--- src/rtl/bp_trace_arbiter_if.sv ---
// Trace message type and the handshake bundle shared by the trace arbiter,
// its per-core encoder FIFOs and the off-core trace sink.

package nexus_trace_pkg;

    // One Nexus trace message. src_id is rewritten by the arbiter with the
    // index of the source that won the port.
    typedef struct packed {
        logic [1:0]  src_id;
        logic [15:0] timestamp;
        logic [5:0]  mcode;
        logic [31:0] addr;
    } nexus_trace_pkt_s;

endpackage

// Handshake rule for every channel in this bundle: a message transfers on a
// rising clock edge where valid and ready are both 1. A producer holds its
// payload and valid stable until that edge, and must never make valid
// depend on ready. Ready may depend combinationally on valid.
interface bp_trace_arbiter_if #(parameter int num_src_p = 4);
    import nexus_trace_pkg::*;

    nexus_trace_pkt_s [num_src_p-1:0] src_pkt_i;
    logic [num_src_p-1:0]             src_valid_i;
    logic [num_src_p-1:0]             src_ready_o;
    nexus_trace_pkt_s                 trace_pkt_o;
    logic                             trace_valid_o;
    logic                             trace_ready_i;

    // Arbiter side.
    modport slave (
        input  src_pkt_i, src_valid_i, trace_ready_i,
        output src_ready_o, trace_pkt_o, trace_valid_o
    );

    // Encoders plus sink side.
    modport master (
        output src_pkt_i, src_valid_i, trace_ready_i,
        input  src_ready_o, trace_pkt_o, trace_valid_o
    );

endinterface

--- src/rtl/bp_trace_arbiter.sv ---
// Round-robin arbiter sharing the single off-core trace port between up to
// four trace encoders. Winner's message is registered in a one-entry
// holding register with its src_id stamped. While tracing is disabled all
// sources are drained and the discarded messages are counted.

module bp_trace_arbiter
    import nexus_trace_pkg::*;
#(
    parameter int num_src_p = 4
) (
    input  logic                 clk_i,
    input  logic                 reset_i,
    input  logic                 enable_i,
    bp_trace_arbiter_if.slave    bus,
    output logic [15:0]          drop_cnt_o
);

    // Holding register and arbitration state.
    logic             full_r;
    nexus_trace_pkt_s pkt_r;
    logic [1:0]       last_grant_r;
    logic [15:0]      drop_cnt_r;

    // Sources widened to four lanes so the search can index with 2 bits.
    nexus_trace_pkt_s pkt_ext [4];
    logic [3:0]       valid_ext;

    logic             load_ok;
    logic             found;
    logic [1:0]       winner;
    logic [2:0]       cand;
    logic             load;
    logic [3:0]       ready_ext;
    nexus_trace_pkt_s win_pkt;
    logic [16:0]      drop_sum;

    for (genvar g = 0; g < 4; g++) begin : g_ext
        if (g < num_src_p) begin : g_real
            assign pkt_ext[g]   = bus.src_pkt_i[g];
            assign valid_ext[g] = bus.src_valid_i[g];
        end else begin : g_pad
            assign pkt_ext[g]   = '0;
            assign valid_ext[g] = 1'b0;
        end
    end

    // A full register that is draining this cycle can take a new message.
    assign load_ok = !full_r || bus.trace_ready_i;

    // Search last_grant_r+1, +2, ... modulo num_src_p; first valid wins.
    always_comb begin
        found  = 1'b0;
        winner = last_grant_r;
        cand   = '0;
        for (int k = 1; k <= 4; k++) begin
            cand = {1'b0, last_grant_r} + 3'(k);
            if (cand >= 3'(num_src_p)) begin
                cand = cand - 3'(num_src_p);
            end
            if ((k <= num_src_p) && !found && valid_ext[cand[1:0]]) begin
                found  = 1'b1;
                winner = cand[1:0];
            end
        end
    end

    assign load = enable_i && load_ok && found;

    // Disabled: accept everything so encoders never stall. Enabled: one-hot
    // on the winner only when the holding register can take it.
    always_comb begin
        ready_ext = 4'h0;
        if (!enable_i) begin
            ready_ext = 4'hF;
        end else if (load_ok && found) begin
            ready_ext = 4'b0001 << winner;
        end
    end

    assign bus.src_ready_o = ready_ext[num_src_p-1:0];

    // Winner's message with its source index stamped in; other fields pass.
    always_comb begin
        win_pkt        = pkt_ext[winner];
        win_pkt.src_id = winner;
    end

    // Holding register: load the winner, otherwise drain when the sink takes it.
    always_ff @(posedge clk_i or posedge reset_i) begin
        if (reset_i) begin
            full_r       <= 1'b0;
            pkt_r        <= '0;
            last_grant_r <= 2'(num_src_p - 1);
        end else if (load) begin
            pkt_r        <= win_pkt;
            full_r       <= 1'b1;
            last_grant_r <= winner;
        end else if (bus.trace_ready_i) begin
            full_r       <= 1'b0;
        end
    end

    assign drop_sum = {1'b0, drop_cnt_r} + 17'($countones(bus.src_valid_i));

    // Count every message discarded while disabled; pin at all-ones.
    always_ff @(posedge clk_i or posedge reset_i) begin
        if (reset_i) begin
            drop_cnt_r <= '0;
        end else if (!enable_i) begin
            drop_cnt_r <= drop_sum[16] ? 16'hFFFF : drop_sum[15:0];
        end
    end

    assign bus.trace_pkt_o   = pkt_r;
    assign bus.trace_valid_o = full_r;
    assign drop_cnt_o        = drop_cnt_r;

endmodule

--- src/flat_wrapper.sv ---
// flat-port wrapper written by rule: the top's interface ports become plain ports
module bp_trace_arbiter_flat import nexus_trace_pkg::*;
#(
    parameter int num_src_p = 4
)
  (clk_i, reset_i, enable_i, drop_cnt_o, bus_src_pkt_i, bus_src_valid_i, bus_trace_ready_i, bus_src_ready_o, bus_trace_pkt_o, bus_trace_valid_o);
  bp_trace_arbiter_if #(.num_src_p(num_src_p)) bus_i ();
  input  logic clk_i;
  input  logic reset_i;
  input  logic enable_i;
  output logic [15:0] drop_cnt_o;
  input wire logic [$bits(bus_i.src_pkt_i)-1:0] bus_src_pkt_i;
  input wire logic [$bits(bus_i.src_valid_i)-1:0] bus_src_valid_i;
  input wire logic [$bits(bus_i.trace_ready_i)-1:0] bus_trace_ready_i;
  output wire logic [$bits(bus_i.src_ready_o)-1:0] bus_src_ready_o;
  output wire logic [$bits(bus_i.trace_pkt_o)-1:0] bus_trace_pkt_o;
  output wire logic [$bits(bus_i.trace_valid_o)-1:0] bus_trace_valid_o;
  assign bus_i.src_pkt_i = bus_src_pkt_i;
  assign bus_i.src_valid_i = bus_src_valid_i;
  assign bus_i.trace_ready_i = bus_trace_ready_i;
  assign bus_src_ready_o = bus_i.src_ready_o;
  assign bus_trace_pkt_o = bus_i.trace_pkt_o;
  assign bus_trace_valid_o = bus_i.trace_valid_o;
  bp_trace_arbiter #(.num_src_p(num_src_p)) u_core (.clk_i(clk_i), .reset_i(reset_i), .enable_i(enable_i), .bus(bus_i), .drop_cnt_o(drop_cnt_o));
endmodule
--- config.mk ---
export PLATFORM = sky130hd
export DESIGN_NAME = bp_trace_arbiter_flat
export DESIGN_NICKNAME = d
export VERILOG_FILES = /design/src/rtl/bp_trace_arbiter_if.sv /design/src/rtl/bp_trace_arbiter.sv /design/src/flat_wrapper.sv
export SDC_FILE = /design/constraint.sdc
export NUM_CORES = 1
export LEC_CHECK = 0
export ABC_AREA = 1
export CELL_PAD_IN_SITES_DETAIL_PLACEMENT = 0
export CELL_PAD_IN_SITES_GLOBAL_PLACEMENT = 2
export CORE_MARGIN = 2
export CORE_UTILIZATION = 19
export DETAILED_ROUTE_END_ITERATION = 6
export GPL_TIMING_DRIVEN = 0
export PLACE_DENSITY_LB_ADDON = 0.05
export SLEW_MARGIN = 20
export SYNTH_ARGS = -nofsm -noshare
export SYNTH_HDL_FRONTEND = slang
export SYNTH_SLANG_ARGS = --single-unit
--- constraint.sdc ---
create_clock -name clk_i -period 3 [get_ports clk_i]
set_clock_uncertainty 0.1 [all_clocks]
set_input_delay 0.3 -clock clk_i [delete_from_list [all_inputs] [get_ports clk_i]]
set_output_delay 0.3 -clock clk_i [all_outputs]
set_load 0.05 [all_outputs]
==> results.txt, run 1 <==
The initial utilization of the core area, before any placement, comes to 0.194. The clock sink count came out at 75. The post-synthesis cell type with the largest combined area is sky130_fd_sc_hd__dfrtp_1. The flow ran to the end, and the final reports show no timing, DRC or antenna violations. The final HPWL from detailed placement came out at 21.4 mm. The number of hold violations in the final report came out at 0. In the synthesized netlist the dominant register cell turns out to be sky130_fd_sc_hd__dfrtp_1.

Among all cell types in the netlist, the one instantiated most often is sky130_fd_sc_hd__nand2_1. Synthesis produced between 900 and 1,000 cells. The number of enable flip-flop cells after synthesis is 0.

In this run the worst path has a maximum fanout of 19. The endpoint type of the worst setup path is an output pin. The placeable core region is 0.0298 mm^2. The die outline area came out at around 0.032 mm^2. The detailed router's first-iteration violation count came out at 335.

The maximum level of the CTS H-tree came out at 3. Of the total power, the share spent switching nets is 0.580. The vertical die dimension is about 180 um. The layout overhead on the synthesized area came out at 68.0%. The top-level I/O count is 309. The worst endpoint required time is between 2 and 3 ns.

The number of placement rows came out at 63. The slew at the pin with the worst max-slew slack came out at 0.778 ns. The clock period could shrink to 2.80 ns.

The worst endpoint data arrival time is about 2.4 ns. The number of endpoints failing setup at the final stage came out at 0. The tree is rooted in a sky130_fd_sc_hd__clkbuf_16. TritonCTS built the clock tree. The final net count came out at 1,504. The mean area per synthesized cell is approximately 6 um^2. In this run the critical register-to-register path is captured at u_core.bus.trace_pkt_o[15].

The fraction of power consumed by sequential logic is 0.131. Counting flops and latches in the post-synthesis netlist gives 75. The insertion delay to the later sink of the worst-skew pair came out at about 0.35 ns. The setup TNS came out at 0 ns. The worst supply voltage drop on vdd came out at ~0.00057 V. The largest net degree at the start of global routing came out at 55. Dividing total power by cell area gives a power density of between 1000 and 1500 mW/mm^2. The Yosys step of the flow raised 0 warnings. Of the available clock period, the critical path in the final layout requires 0.932. In this run, CTS created clock tree buffers numbering 9. The slack of the worst reg-to-reg path is 0.44 ns. The antenna diode count came out at 0. The clock-pin slew on the worst setup and hold paths is around 0.070 ns. The fraction of post-synthesis cell area in the top cell type by area is 0.317. Setup repair after global routing left no endpoint under its margin.

The combinational power share came out at 0.782. The share of cells above drive strength 1 is 0.0874. The kind of critical path is register to output pin. The sum of routed wire length over all layers came out at 28.0 mm.

No sink is reached through more buffers than the 2 on the longest clock path. The number of remaining DRC errors came out at 0. The switching power of the nets came out at around 7.8 mW. At the end of routability-driven placement, the weighted congestion stood at approximately 0.76. The commonest cells after synthesis are sky130_fd_sc_hd__nand2_1, sky130_fd_sc_hd__nand3_1, sky130_fd_sc_hd__dfrtp_1.

The aggregate global routing overflow is 0. The reported leakage power is 4.95 nW. The die boundary width came out at 178 um.

Timing would allow up to between 0.3 and 0.4 GHz. The number of cell instances on the worst register-to-register path came out at 16. The via count of the first global-routing pass came out at 7,055. The number of optimization iterations in the first detailed-route pass is 4. The count of input and output buffers is 299. The synthesized cell area is 0.00577 mm^2. The final count of pins violating max slew came out at 0.

The detail route stage leaves a number of antenna-violating nets equal to 0. The headroom to the max-slew limit is 0.482. By area the synthesized netlist is led by sky130_fd_sc_hd__dfrtp_1, sky130_fd_sc_hd__nand2_1, sky130_fd_sc_hd__nand3_1. The worst hold path belongs to the class input port to async pin. The design internal power is 5.62 mW. The share of power burned in the clock network came out at 0.087. The routed layout has 6,989 vias. Following the worst setup path forward leads to its endpoint at bus_src_ready_o[1].

The first global-routing pass estimated 41.5 mm of wire. The number of inserted filler cells in the final layout came out at between 3,000 and 4,000. The per-cell routed wire length is 16.9 um. The initial antenna violation count is 0. The total design power came out at 13.4 mW. The final hold slack is 0.177 ns. The launching point of the worst reg2reg path is u_core.last_grant_r[0].

The total routing resource utilization after global routing is 0.173. The critical path starts at u_core.last_grant_r[0]. The total nets after synthesis is approximately 1,200. The post-placement worst setup slack came out at -0.631 ns. Counting distinct cell types in the post-synthesis netlist gives 24. The worst setup path is launched from a register. The count of hold buffers inserted by post-cts repair is 0. The average via count per standard cell is 4.21. Counting flops with an async set or reset pin after synthesis yields a share of 1.00.

The share of the yosys chip area belonging to registers is 0.326. Setup slack on the critical path of the routed design comes to approximately 0.2 ns. The number of max-cap violations is 0.
-- stage by stage --
stage	util	area, um^2	std cells
finish	0.325	9690	1660
global placement	0.310	9250	1642
CTS	0.323	9620	1659
detailed placement	0.311	9280	1643
global route	0.325	9690	1660
floorplan	-	5770	953
-- critical path, cell delays in order, from the launching register on --
cell                      delay (ns)
sky130_fd_sc_hd__dfstp_2        0.54
sky130_fd_sc_hd__buf_8          0.14
sky130_fd_sc_hd__inv_4          0.08
sky130_fd_sc_hd__nand2_1        0.06
sky130_fd_sc_hd__nand2_1        0.09
sky130_fd_sc_hd__nand2_1        0.10
sky130_fd_sc_hd__nand2_2        0.10
sky130_fd_sc_hd__o21ai_1        0.13
sky130_fd_sc_hd__nand3_1        0.09
sky130_fd_sc_hd__nand2_2        0.10
sky130_fd_sc_hd__buf_4          0.28
sky130_fd_sc_hd__nand2_1        0.09
sky130_fd_sc_hd__nand2_1        0.08
sky130_fd_sc_hd__buf_6          0.16
-- layer usage --
| metal | vias to the layer above | global-route usage | part of all wire | routed length [um] |
|---|---|---|---|---|
| met5 | - | 0 | 0 | 0 |
| met4 | 0 | 0.0329 | 0.011 | 297 |
| li1 | 3600 | - | - | - |
| met3 | 14 | 0.0403 | 0.067 | 1880 |
| met2 | 211 | 0.281 | 0.46 | 12700 |
| met1 | 3164 | 0.236 | 0.47 | 13000 |
-- registers in the layout (all words and copies together) (netlist names) --
register                  count
u_core.bus.trace_pkt_o       56
u_core.bus.trace_valid_o      1
u_core.drop_cnt_o            16
u_core.last_grant_r           2
-- timing repair --
item                                   in CTS  in global routing
endpoints found under the hold margin       0                  0
setup buffers                               1                  3
setup endpoints to repair                  14                 16
gates resized for setup                    37                 19
pin swaps                                   1                  2
-- power groups by stage --
stage	sequential, mW	combinational, mW	clock (mW)
global placement	1.76	10.6	0
floorplan	3.21	5.58	0
finish	1.75	10.5	1.17
CTS	1.76	10.6	1.21
global route	1.81	11.7	1.24
detailed placement	1.77	10.5	0
-- cells by family after synthesis --
group	synth area share
AOI/OAI and AO/OA	0.0165
xor gates and xnor gates	0.00759
adders and majority gates	0.0191
buffers and inverters	0.117
DFF	0.326
and+or+nand+nor	0.514
-- placed cells by master (no fill, tap or decap) --
master / count
sky130_fd_sc_hd__nand3b_1: 1
sky130_fd_sc_hd__xnor2_1: 2
sky130_fd_sc_hd__nand3_1: 205
sky130_fd_sc_hd__nand2_2: 7
sky130_fd_sc_hd__xor2_1: 3
sky130_fd_sc_hd__buf_6: 11
sky130_fd_sc_hd__clkbuf_1: 4
sky130_fd_sc_hd__nor2_1: 18
sky130_fd_sc_hd__clkinv_2: 1
sky130_fd_sc_hd__clkbuf_16: 9
sky130_fd_sc_hd__nand2_1: 462
sky130_fd_sc_hd__nor2_2: 5
sky130_fd_sc_hd__o21ai_1: 1
sky130_fd_sc_hd__nand2_4: 5
sky130_fd_sc_hd__dfrtp_1: 73
sky130_fd_sc_hd__bufinv_16: 1
sky130_fd_sc_hd__dlymetal6s2s_1: 3
sky130_fd_sc_hd__nand4_1: 2
sky130_fd_sc_hd__nand3_2: 2
sky130_fd_sc_hd__inv_4: 2
sky130_fd_sc_hd__buf_2: 35
sky130_fd_sc_hd__or2_2: 1
sky130_fd_sc_hd__inv_6: 2
sky130_fd_sc_hd__buf_16: 1
sky130_fd_sc_hd__a21oi_1: 3
sky130_fd_sc_hd__clkinv_4: 3
sky130_fd_sc_hd__clkinvlp_4: 1
sky130_fd_sc_hd__dfstp_2: 2
sky130_fd_sc_hd__buf_4: 17
sky130_fd_sc_hd__ha_1: 4
sky130_fd_sc_hd__clkdlybuf4s50_1: 292
sky130_fd_sc_hd__inv_1: 68
sky130_fd_sc_hd__nand3_4: 1
sky130_fd_sc_hd__inv_2: 3
sky130_fd_sc_hd__buf_8: 2
sky130_fd_sc_hd__fa_1: 3
sky130_fd_sc_hd__o21ai_0: 15
-- layout make-up --
cell class / count / area (um^2) / area share
clock buffers: 9 / 225 / 0.0232
clock inverters: 7 / 77.6 / 0.00801
multi-input cells: 740 / 3270 / 0.338
flip-flops and latches: 75 / 1880 / 0.194
well taps: 390 / 488 / 0.0504
repair buffers: 304 / 3060 / 0.316
plain buffers: 61 / 397 / 0.0409
inverters: 74 / 288 / 0.0297
-- worst min path at each step --
stage | start | end | slack, ns | cells past startpoint
floorplan | bus_trace_ready_i | u_core.bus.trace_valid_o | 0.30 | 1
global placement | u_core.bus.trace_pkt_o[45] | u_core.bus.trace_pkt_o[45] | 0.36 | 2
detailed placement | u_core.bus.trace_pkt_o[46] | u_core.bus.trace_pkt_o[46] | 0.36 | 2
CTS | reset_i | u_core.drop_cnt_o[8] | 0.17 | 2
global route | reset_i | u_core.drop_cnt_o[5] | 0.20 | 2
finish | reset_i | u_core.drop_cnt_o[5] | 0.18 | 2
No activity file was read; power rests on OpenSTA's default activity.
==> run 2: changes to the inputs <==
--- a/config.mk
+++ b/config.mk
@@ -8,12 +8,13 @@
 export ABC_AREA = 1
 export CELL_PAD_IN_SITES_DETAIL_PLACEMENT = 0
 export CELL_PAD_IN_SITES_GLOBAL_PLACEMENT = 2
-export CORE_MARGIN = 2
+export CORE_ASPECT_RATIO = 0.8
+export CORE_MARGIN = 3
 export CORE_UTILIZATION = 19
 export DETAILED_ROUTE_END_ITERATION = 6
 export GPL_TIMING_DRIVEN = 0
 export PLACE_DENSITY_LB_ADDON = 0.05
-export SLEW_MARGIN = 20
+export SLEW_MARGIN = 5
 export SYNTH_ARGS = -nofsm -noshare
 export SYNTH_HDL_FRONTEND = slang
 export SYNTH_SLANG_ARGS = --single-unit
==> run 2 against run 1 <==
  * Sequential cell count unchanged
  * Utilization up 0.42 points
  * Largest power group unchanged
  * Combinational power about the same
  * Highest routed layer is now met5
  * Maximum frequency up 0.22%
  * Critical path depth up 1
  * Via count down 0.30%
  * Sequential power about the same
  * Clock power about the same
  * Critical endpoint is now bus_src_ready_o[3]
  * First-iteration DRC count down 33%
==> results.txt, run 2 (synthesized netlist as in run 1, its figures left out) <==
By instance count, the cell type seen most on the critical path is sky130_fd_sc_hd__nand2_1. Counting cells, the worst reg-to-reg path comes to 16. The detailed router's first-iteration violation count is about 220. The worst endpoint required time is 2.60 ns.

The switching share of power is 0.577. The count of input and output buffers came out at 299. The worst register-to-register path ends at u_core.bus.trace_pkt_o[14]. The routability congestion estimate came out at approximately 0.78. After detailed placement, the design holds a cell count of roughly 1,700. The total routing resource utilization after global routing came out at 0.174. Measured against its own limit, the worst slew margin works out to 0.533.

The most critical setup path has its startpoint at u_core.last_grant_r[0]. The top-level I/O count came out at 309. The slowest stage of the critical path belongs to the cell sky130_fd_sc_hd__dfstp_2.

The number of placement rows came out at 56. The layout overhead on the synthesized area is 69.2%. The fraction of power consumed by sequential logic is 0.131. In this run the power density over the cells is 1390 mW/mm^2.

The die outline area came out at 0.0325 mm^2. The floorplan step set the die height to 162 um. TritonCTS built the clock tree.

After routing the design area is 0.00976 mm^2. Before antenna repair, the detailed router went through 4 iterations. Based on the critical path, the design can be clocked at up to 0.358 GHz. The register with the most flip-flops in the layout has 56 of them. For the worst setup path, the data arrival time is 2.39 ns.

Of the total power, the clock network draws 0.088. Entering global routing, the biggest net connects roughly 50 pins. The placeable core region is 0.0296 mm^2. The worst supply voltage drop on vdd came out at 0.000434 V.

The per-cell routed wire length came out at 17.0 um. The type of origin of the critical path is a register. The number of max-cap violations came out at 0. The die boundary width is 201 um.

The largest stage delay on the critical path came out at 0.54 ns. The largest driver fanout on the critical path is 16. In this run the number of H-tree levels came out at 3. The switching power of the nets is 7.83 mW. The via total after detailed routing came out at around 7,000. In this run the static leakage power is 4.94 nW. The combinational power share came out at 0.782. The number of inserted filler cells in the final layout is 3,271. Counting every sink on the clock net gives 75.

The final layout contains routed wiring with a total length of roughly 28 mm. The share of cells above drive strength 1 came out at 0.0897. The number of endpoints failing setup at the final stage came out at 0.

The final HPWL from detailed placement came out at 22.4 mm. In the routed design, unresolved DRC markers number 0. The slew at the pin with the worst max-slew slack is 0.700 ns. The final count of pins violating max slew is 0. STA classifies the critical path endpoint as an output pin.

The via count of the first global-routing pass is just over 7,000. The min-delay analysis places its worst path in the category input port to async pin. The final antenna-violating net count came out at 0. The placed instances occupy a cell area of 0.00930 mm^2. The instance count on the critical path is 14.

The shortest period the worst path allows is 2.79 ns. The number of standard cells in the layout, taps in and fillers out came out at 1,678. The average via count per standard cell came out at a little over 4. In the final design database the tool counted approximately 1,500 nets.

The global-route wire length before repair is 43.4 mm. The launching point of the worst reg2reg path is u_core.last_grant_r[0]. Across all hold checks on the routed design, the worst slack comes to approximately 0.18 ns. The number of buffers added by the clock tree synthesis step came out at 9. The initial antenna violation count came out at 1.

The longest clock path from root to sink contains 2 buffers. For this design, the CTS-stage hold fixing added 0 buffers. The number of hold violations in the final report was 0. The kind of critical path is register to output pin. The initial cell density of the core came out at 0.195. In this run the worst setup path terminates at bus_src_ready_o[3]. Leaving out fill and tap cells, the most frequent cells in the layout are sky130_fd_sc_hd__nand2_1, sky130_fd_sc_hd__clkdlybuf4s50_1, sky130_fd_sc_hd__nand3_1. Clock latency on the worst-skew pair, taken at its later pin, is 0.36 ns.

The cell chosen for the clock root is sky130_fd_sc_hd__clkbuf_16. The signal on the critical path passes through buf_8 > inv_4 > nand2_1 > nand2_1 > nand2_1 > nand2_2 > inv_4 > nand2_2 > nand2_8 > nand2_8 > nor2_2 > nand2_1 > nand2_1 > buf_6. After global routing the overflow that remains totals 0. The critical path contains buffers and inverters numbering 4 combined. The slack of the worst reg-to-reg path is 0.39 ns. The cell family contributing the most delay on the critical path is simple AND/OR/NAND/NOR gates. The share of the cycle needed by the critical path after routing is 0.930. Leaving out fill and tap cells, the most frequent cell in the layout is sky130_fd_sc_hd__nand2_1. The clock-pin slew on the worst setup and hold paths is 0.07 ns. The run finished with clean final reports. The final design utilization is 0.329. The design internal power came out at ~5.7 mW.
run 2: repair_timing:
item	CTS	global route
resized for setup	36	24
pin swaps	0	3
buffers inserted	0	6
setup endpoints to repair	14	20
run 2: worst min-delay path by stage:
stage,from,endpoint,slack [ns],cells past startpoint
after global routing,reset_i,u_core.drop_cnt_o[10],0.21,2
after global placement,u_core.bus.trace_pkt_o[3],u_core.bus.trace_pkt_o[3],0.36,2
after detailed placement,u_core.bus.trace_pkt_o[41],u_core.bus.trace_pkt_o[41],0.37,2
after CTS,reset_i,u_core.drop_cnt_o[10],0.19,2
after floorplan,bus_trace_ready_i,u_core.bus.trace_valid_o,0.30,1
final,reset_i,u_core.drop_cnt_o[10],0.18,2
run 2: through the flow:
stage          worst slack (ns)  setup TNS [ns]  power [mW]
4_1_cts                 0.00929               0        13.6
3_3_place_gp              -1.22          -97.34        12.4
3_5_place_dp             -0.577           -8.24        12.3
2_1_floorplan             0.177               0        8.78
5_1_grt                 -0.0127         -0.0157        15.0
6_report                  0.209               0        13.6
run 2: area by class of cell:
| type | count | area, um^2 | share of cell area |
|---|---|---|---|
| Multi-Input combinational cell | 740 | 3310 | 0.339 |
| Timing Repair Buffer | 306 | 3070 | 0.315 |
| Sequential cell | 75 | 1880 | 0.193 |
| Tap cell | 406 | 508 | 0.0520 |
| Buffer | 60 | 394 | 0.0404 |
| Inverter | 74 | 285 | 0.0292 |
| Clock buffer | 9 | 225 | 0.0231 |
| Clock inverter | 7 | 83.8 | 0.00859 |
| Antenna cell | 1 | 2.50 | 0.000256 |
run 2: power groups by stage:
stage | Combinational [mW] | Sequential [mW] | Clock, mW
floorplan | 5.58 | 3.21 | 0
global placement | 10.6 | 1.77 | 0
detailed placement | 10.6 | 1.78 | 0
CTS | 10.6 | 1.77 | 1.24
global route | 11.9 | 1.83 | 1.27
finish | 10.6 | 1.77 | 1.19
run 2: routing by layer:
metal  share of wire  vias up  wire [um]  track usage
met4          0.0091        2        259       0.0322
li1                -     3616          -            -
met5         0.00046        -         13            0
met3           0.065       13       1840       0.0495
met1            0.49     3143      13900        0.242
met2            0.44      194      12400        0.270
==> run 3: changes to the inputs <==
--- a/config.mk
+++ b/config.mk
@@ -5,12 +5,13 @@
 export SDC_FILE = /design/constraint.sdc
 export NUM_CORES = 1
 export LEC_CHECK = 0
-export ABC_AREA = 1
+export ABC_AREA = 0
 export CELL_PAD_IN_SITES_DETAIL_PLACEMENT = 0
 export CELL_PAD_IN_SITES_GLOBAL_PLACEMENT = 2
-export CORE_ASPECT_RATIO = 0.8
+export CORE_ASPECT_RATIO = 1.5
 export CORE_MARGIN = 3
-export CORE_UTILIZATION = 19
+export CORE_UTILIZATION = 20
+export CTS_CLUSTER_DIAMETER = 80
 export DETAILED_ROUTE_END_ITERATION = 6
 export GPL_TIMING_DRIVEN = 0
 export PLACE_DENSITY_LB_ADDON = 0.05
==> run 3 against run 2 <==
  * Largest power group unchanged
  * Global-route usage down 0.90 points
  * Critical path type unchanged
  * Clock-buffer cell count grew 1
  * Critical endpoint is now bus_src_ready_o[0]
  * Sequential cell count did not move
  * Cell count down 39%
  * Largest cell class unchanged
==> results.txt, run 3 <==
The cell chosen for the clock root is sky130_fd_sc_hd__clkbuf_16. The routability congestion estimate is 0.736. The number of standard cells in the layout, taps in and fillers out came out at a little over 1,000.

The final count of pins violating max slew is 0. The buffer depth of the longest clock path is 2. Counting cells, the worst reg-to-reg path comes to 10.

The aggregate global routing overflow is 0. The clock net in this run drives a total of 75 sinks. The slack of the worst reg-to-reg path came out at 0.50 ns.

The worst pin sits at a relative slew slack of 0.563. The mean area per synthesized cell is 10.5 um^2. The post-synthesis cell type with the largest combined area is sky130_fd_sc_hd__dfrtp_1. The shortest period the worst path allows came out at ~2.8 ns.

The number of hold violations in the final report came out at 0. The number of buffers added by the clock tree synthesis step is 9. STA classifies the critical path endpoint as an output pin. The share of the yosys chip area belonging to registers came out at 0.418. TritonCTS built the clock tree.

The reported leakage power is 3.60 nW. The largest net degree at the start of global routing is 48. The most used flip-flop cell after synthesis is sky130_fd_sc_hd__dfrtp_1. The flip-flop count of the largest register after layout came out at 56. The insertion delay to the later sink of the worst-skew pair is 0.33 ns. The worst endpoint data arrival time is 2.44 ns.

In this run, placement finished with an instance count of around 1,000. The placeable core region is ~0.022 mm^2. The count of distinct cell types in the synthesized netlist came out at 35. For this configuration, the core starts out at a cell density of 0.205. The worst register-to-register path begins at u_core.drop_cnt_o[1]. For this run, the number of Yosys warnings is 0. The layout overhead on the synthesized area came out at 82.3%.

The power density of the placed cells is 851 mW/mm^2. The total design power is about 7 mW. The beginning of the critical path is u_core.last_grant_r[1]. The total routing resource utilization after global routing came out at 0.165. The number of optimization iterations in the first detailed-route pass is 4. The path class of the lowest-slack min-delay path is input port to async pin.

The slew at the pin with the worst max-slew slack is between 0.6 and 0.7 ns. The vertical die dimension is roughly 190 um. In the post-synthesis netlist, the cell with the most instances is sky130_fd_sc_hd__mux2i_1. The worst setup path is launched from a register. The worst register-to-register path ends at u_core.drop_cnt_o[13]. The per-cell routed wire length is 20.4 um. The final layout contains routed wiring with a total length of 20.7 mm.

The via count of the first global-routing pass is 5,019. The largest driver fanout on the critical path came out at 19. The worst supply voltage drop on vdd came out at 0.000556 V.

The detailed router's first-iteration violation count came out at 112. The number of endpoints failing setup at the final stage is 0. Detailed routing inserted a total of roughly 4,700 vias. The final HPWL from detailed placement is about 17 mm.

The fraction of post-synthesis cell area in the top cell type by area is 0.407. The final net count is 978. Pin placement for this block handled 309 I/O pins.

The highest clock rate is 0.352 GHz. Of all flip-flops after synthesis, the portion carrying an async set or reset was 1.00. The average via count per standard cell came out at 4.58. Buffers inserted to repair hold after CTS numbered 0. The number of storage elements in the synthesis netlist came out at 75. Leaving out fill and tap cells, the most frequent cells in the layout are sky130_fd_sc_hd__clkdlybuf4s50_1, sky130_fd_sc_hd__mux2i_1, sky130_fd_sc_hd__nand2_1. The worst endpoint required time came out at 2.60 ns. The floorplan step defined a die boundary enclosing around 0.024 mm^2. Leaving out fill and tap cells, the most frequent cell in the layout is sky130_fd_sc_hd__clkdlybuf4s50_1. The total nets after synthesis came out at 667.

The global-route wire length before repair came out at between 30 and 40 mm. In this run the core area contains 66 standard-cell rows. The commonest cells after synthesis are sky130_fd_sc_hd__mux2i_1, sky130_fd_sc_hd__nand2_1, sky130_fd_sc_hd__dfrtp_1. The clock-pin slew on the worst setup and hold paths is 0.07 ns. The number of enable flip-flop cells after synthesis is 0.

The antenna diode count is 0. The run finished with clean final reports. In the routed design, unresolved DRC markers number 0. The share of cells above drive strength 1 came out at 0.0712.

The synthesized cell area came out at 0.00449 mm^2. The kind of critical path is register to output pin. Yosys attributes the largest share of cell area to sky130_fd_sc_hd__dfrtp_1, sky130_fd_sc_hd__mux2i_1, sky130_fd_sc_hd__o221ai_1. Setup repair after global routing left no endpoint under its margin. The cell count after synthesis is roughly 430. The initial antenna violation count came out at 0.

Fill cells in the final layout number approximately 2,200. The final antenna-violating net count came out at 0. Dividing the final minimum period by the clock period gives 0.947. The count of input and output buffers came out at 300. In this run the horizontal extent of the chip is 128 um. The number of max-cap violations came out at 0. The maximum level of the CTS H-tree came out at 3.
## run 3: cell types whose count changed in the layout (fill, tap and decap cells not counted), moves of 7 or more
| cell | previous run | this run |
|---|---|---|
| sky130_fd_sc_hd__buf_2 | 35 | 14 |
| sky130_fd_sc_hd__buf_4 | 18 | 11 |
| sky130_fd_sc_hd__buf_6 | 11 | 0 |
| sky130_fd_sc_hd__inv_1 | 68 | 8 |
| sky130_fd_sc_hd__mux2i_1 | 0 | 111 |
| sky130_fd_sc_hd__nand2_1 | 462 | 76 |
| sky130_fd_sc_hd__nand2_2 | 7 | 0 |
| sky130_fd_sc_hd__nand3_1 | 204 | 4 |
| sky130_fd_sc_hd__nor2_1 | 17 | 7 |
| sky130_fd_sc_hd__o21ai_0 | 15 | 6 |
| sky130_fd_sc_hd__o221ai_1 | 0 | 55 |
## run 3: power by group
| part | switching, mW | internal [mW] |
|---|---|---|
| clock | 0.477 | 0.732 |
| combinational | 2.53 | 1.59 |
| sequential | 0.239 | 1.41 |
| total | 3.25 | 3.72 |
## run 3: cell type report
cell class	instances	area, um^2	share of cell area
flip-flops and latches	75	1880	0.229
plain buffers	32	203	0.0247
multi-input cells	310	2390	0.292
well taps	272	340	0.0416
clock inverters	6	88.8	0.0108
repair buffers	301	3020	0.369
inverters	10	40.0	0.00489
clock buffers	10	229	0.0280
## run 3: critical path: stages, from the launching register on
cell and delay (ns):
sky130_fd_sc_hd__dfstp_2 0.51, sky130_fd_sc_hd__buf_2 0.19, sky130_fd_sc_hd__mux2i_2 0.25, sky130_fd_sc_hd__o221a_2 0.24, sky130_fd_sc_hd__buf_8 0.20, sky130_fd_sc_hd__buf_12 0.18
sky130_fd_sc_hd__nand2_1 0.07, sky130_fd_sc_hd__o21ai_0 0.22, sky130_fd_sc_hd__buf_4 0.24
## run 3: stage by stage
step	hold WS [ns]	instance area, um^2	setup TNS [ns]	setup WS (ns)	util
2_1_floorplan	0.375	4490	-0.112	-0.0560	-
3_3_place_gp	0.371	7840	-89.96	-1.14	0.358
3_5_place_dp	0.374	7860	-7.17	-0.564	0.359
4_1_cts	0.330	8170	0	0.0317	0.373
5_1_grt	0.347	8190	0	0.0276	0.374
6_report	0.302	8190	0	0.160	0.374
## run 3: cell families (layout without fill, tap and decap cells)
logic type,Yosys count,in the layout,share of synthesized area
AOI/OAI and AO/OA,79,79,0.141
buffers and inverters,43,359,0.0543
xor gates and xnor gates,9,9,0.0175
DFF,75,75,0.418
muxes,112,112,0.250
and+or+nand+nor,103,103,0.0947
adders and majority gates,7,7,0.0245
## run 3: repair_timing
| action | in CTS | in global routing |
|---|---|---|
| gates cloned | 0 | 0 |
| endpoints found under the setup margin | 13 | 14 |
| gates resized for setup | 18 | 7 |
| buffers inserted | 0 | 0 |
## run 3: routing by layer
| metal | part of all wire | GRT usage | vias to the layer above | wire (um) |
|---|---|---|---|---|
| li1 | - | - | 2208 | - |
| met1 | 0.38 | 0.182 | 2258 | 7770 |
| met2 | 0.55 | 0.314 | 168 | 11400 |
| met3 | 0.055 | 0.0303 | 16 | 1150 |
| met4 | 0.017 | 0.0453 | 0 | 360 |
| met5 | 0 | 0 | - | 0 |
## run 3: worst max-delay path by stage
stage	endpoint	slack (ns)	depth (start not counted)
floorplan	bus_src_ready_o[0]	-0.06	8
global placement	u_core.drop_cnt_o[13]	-1.14	2
detailed placement	u_core.drop_cnt_o[11]	-0.56	12
CTS	u_core.drop_cnt_o[11]	0.03	12
global route	bus_src_ready_o[2]	0.03	8
finish	bus_src_ready_o[0]	0.16	8
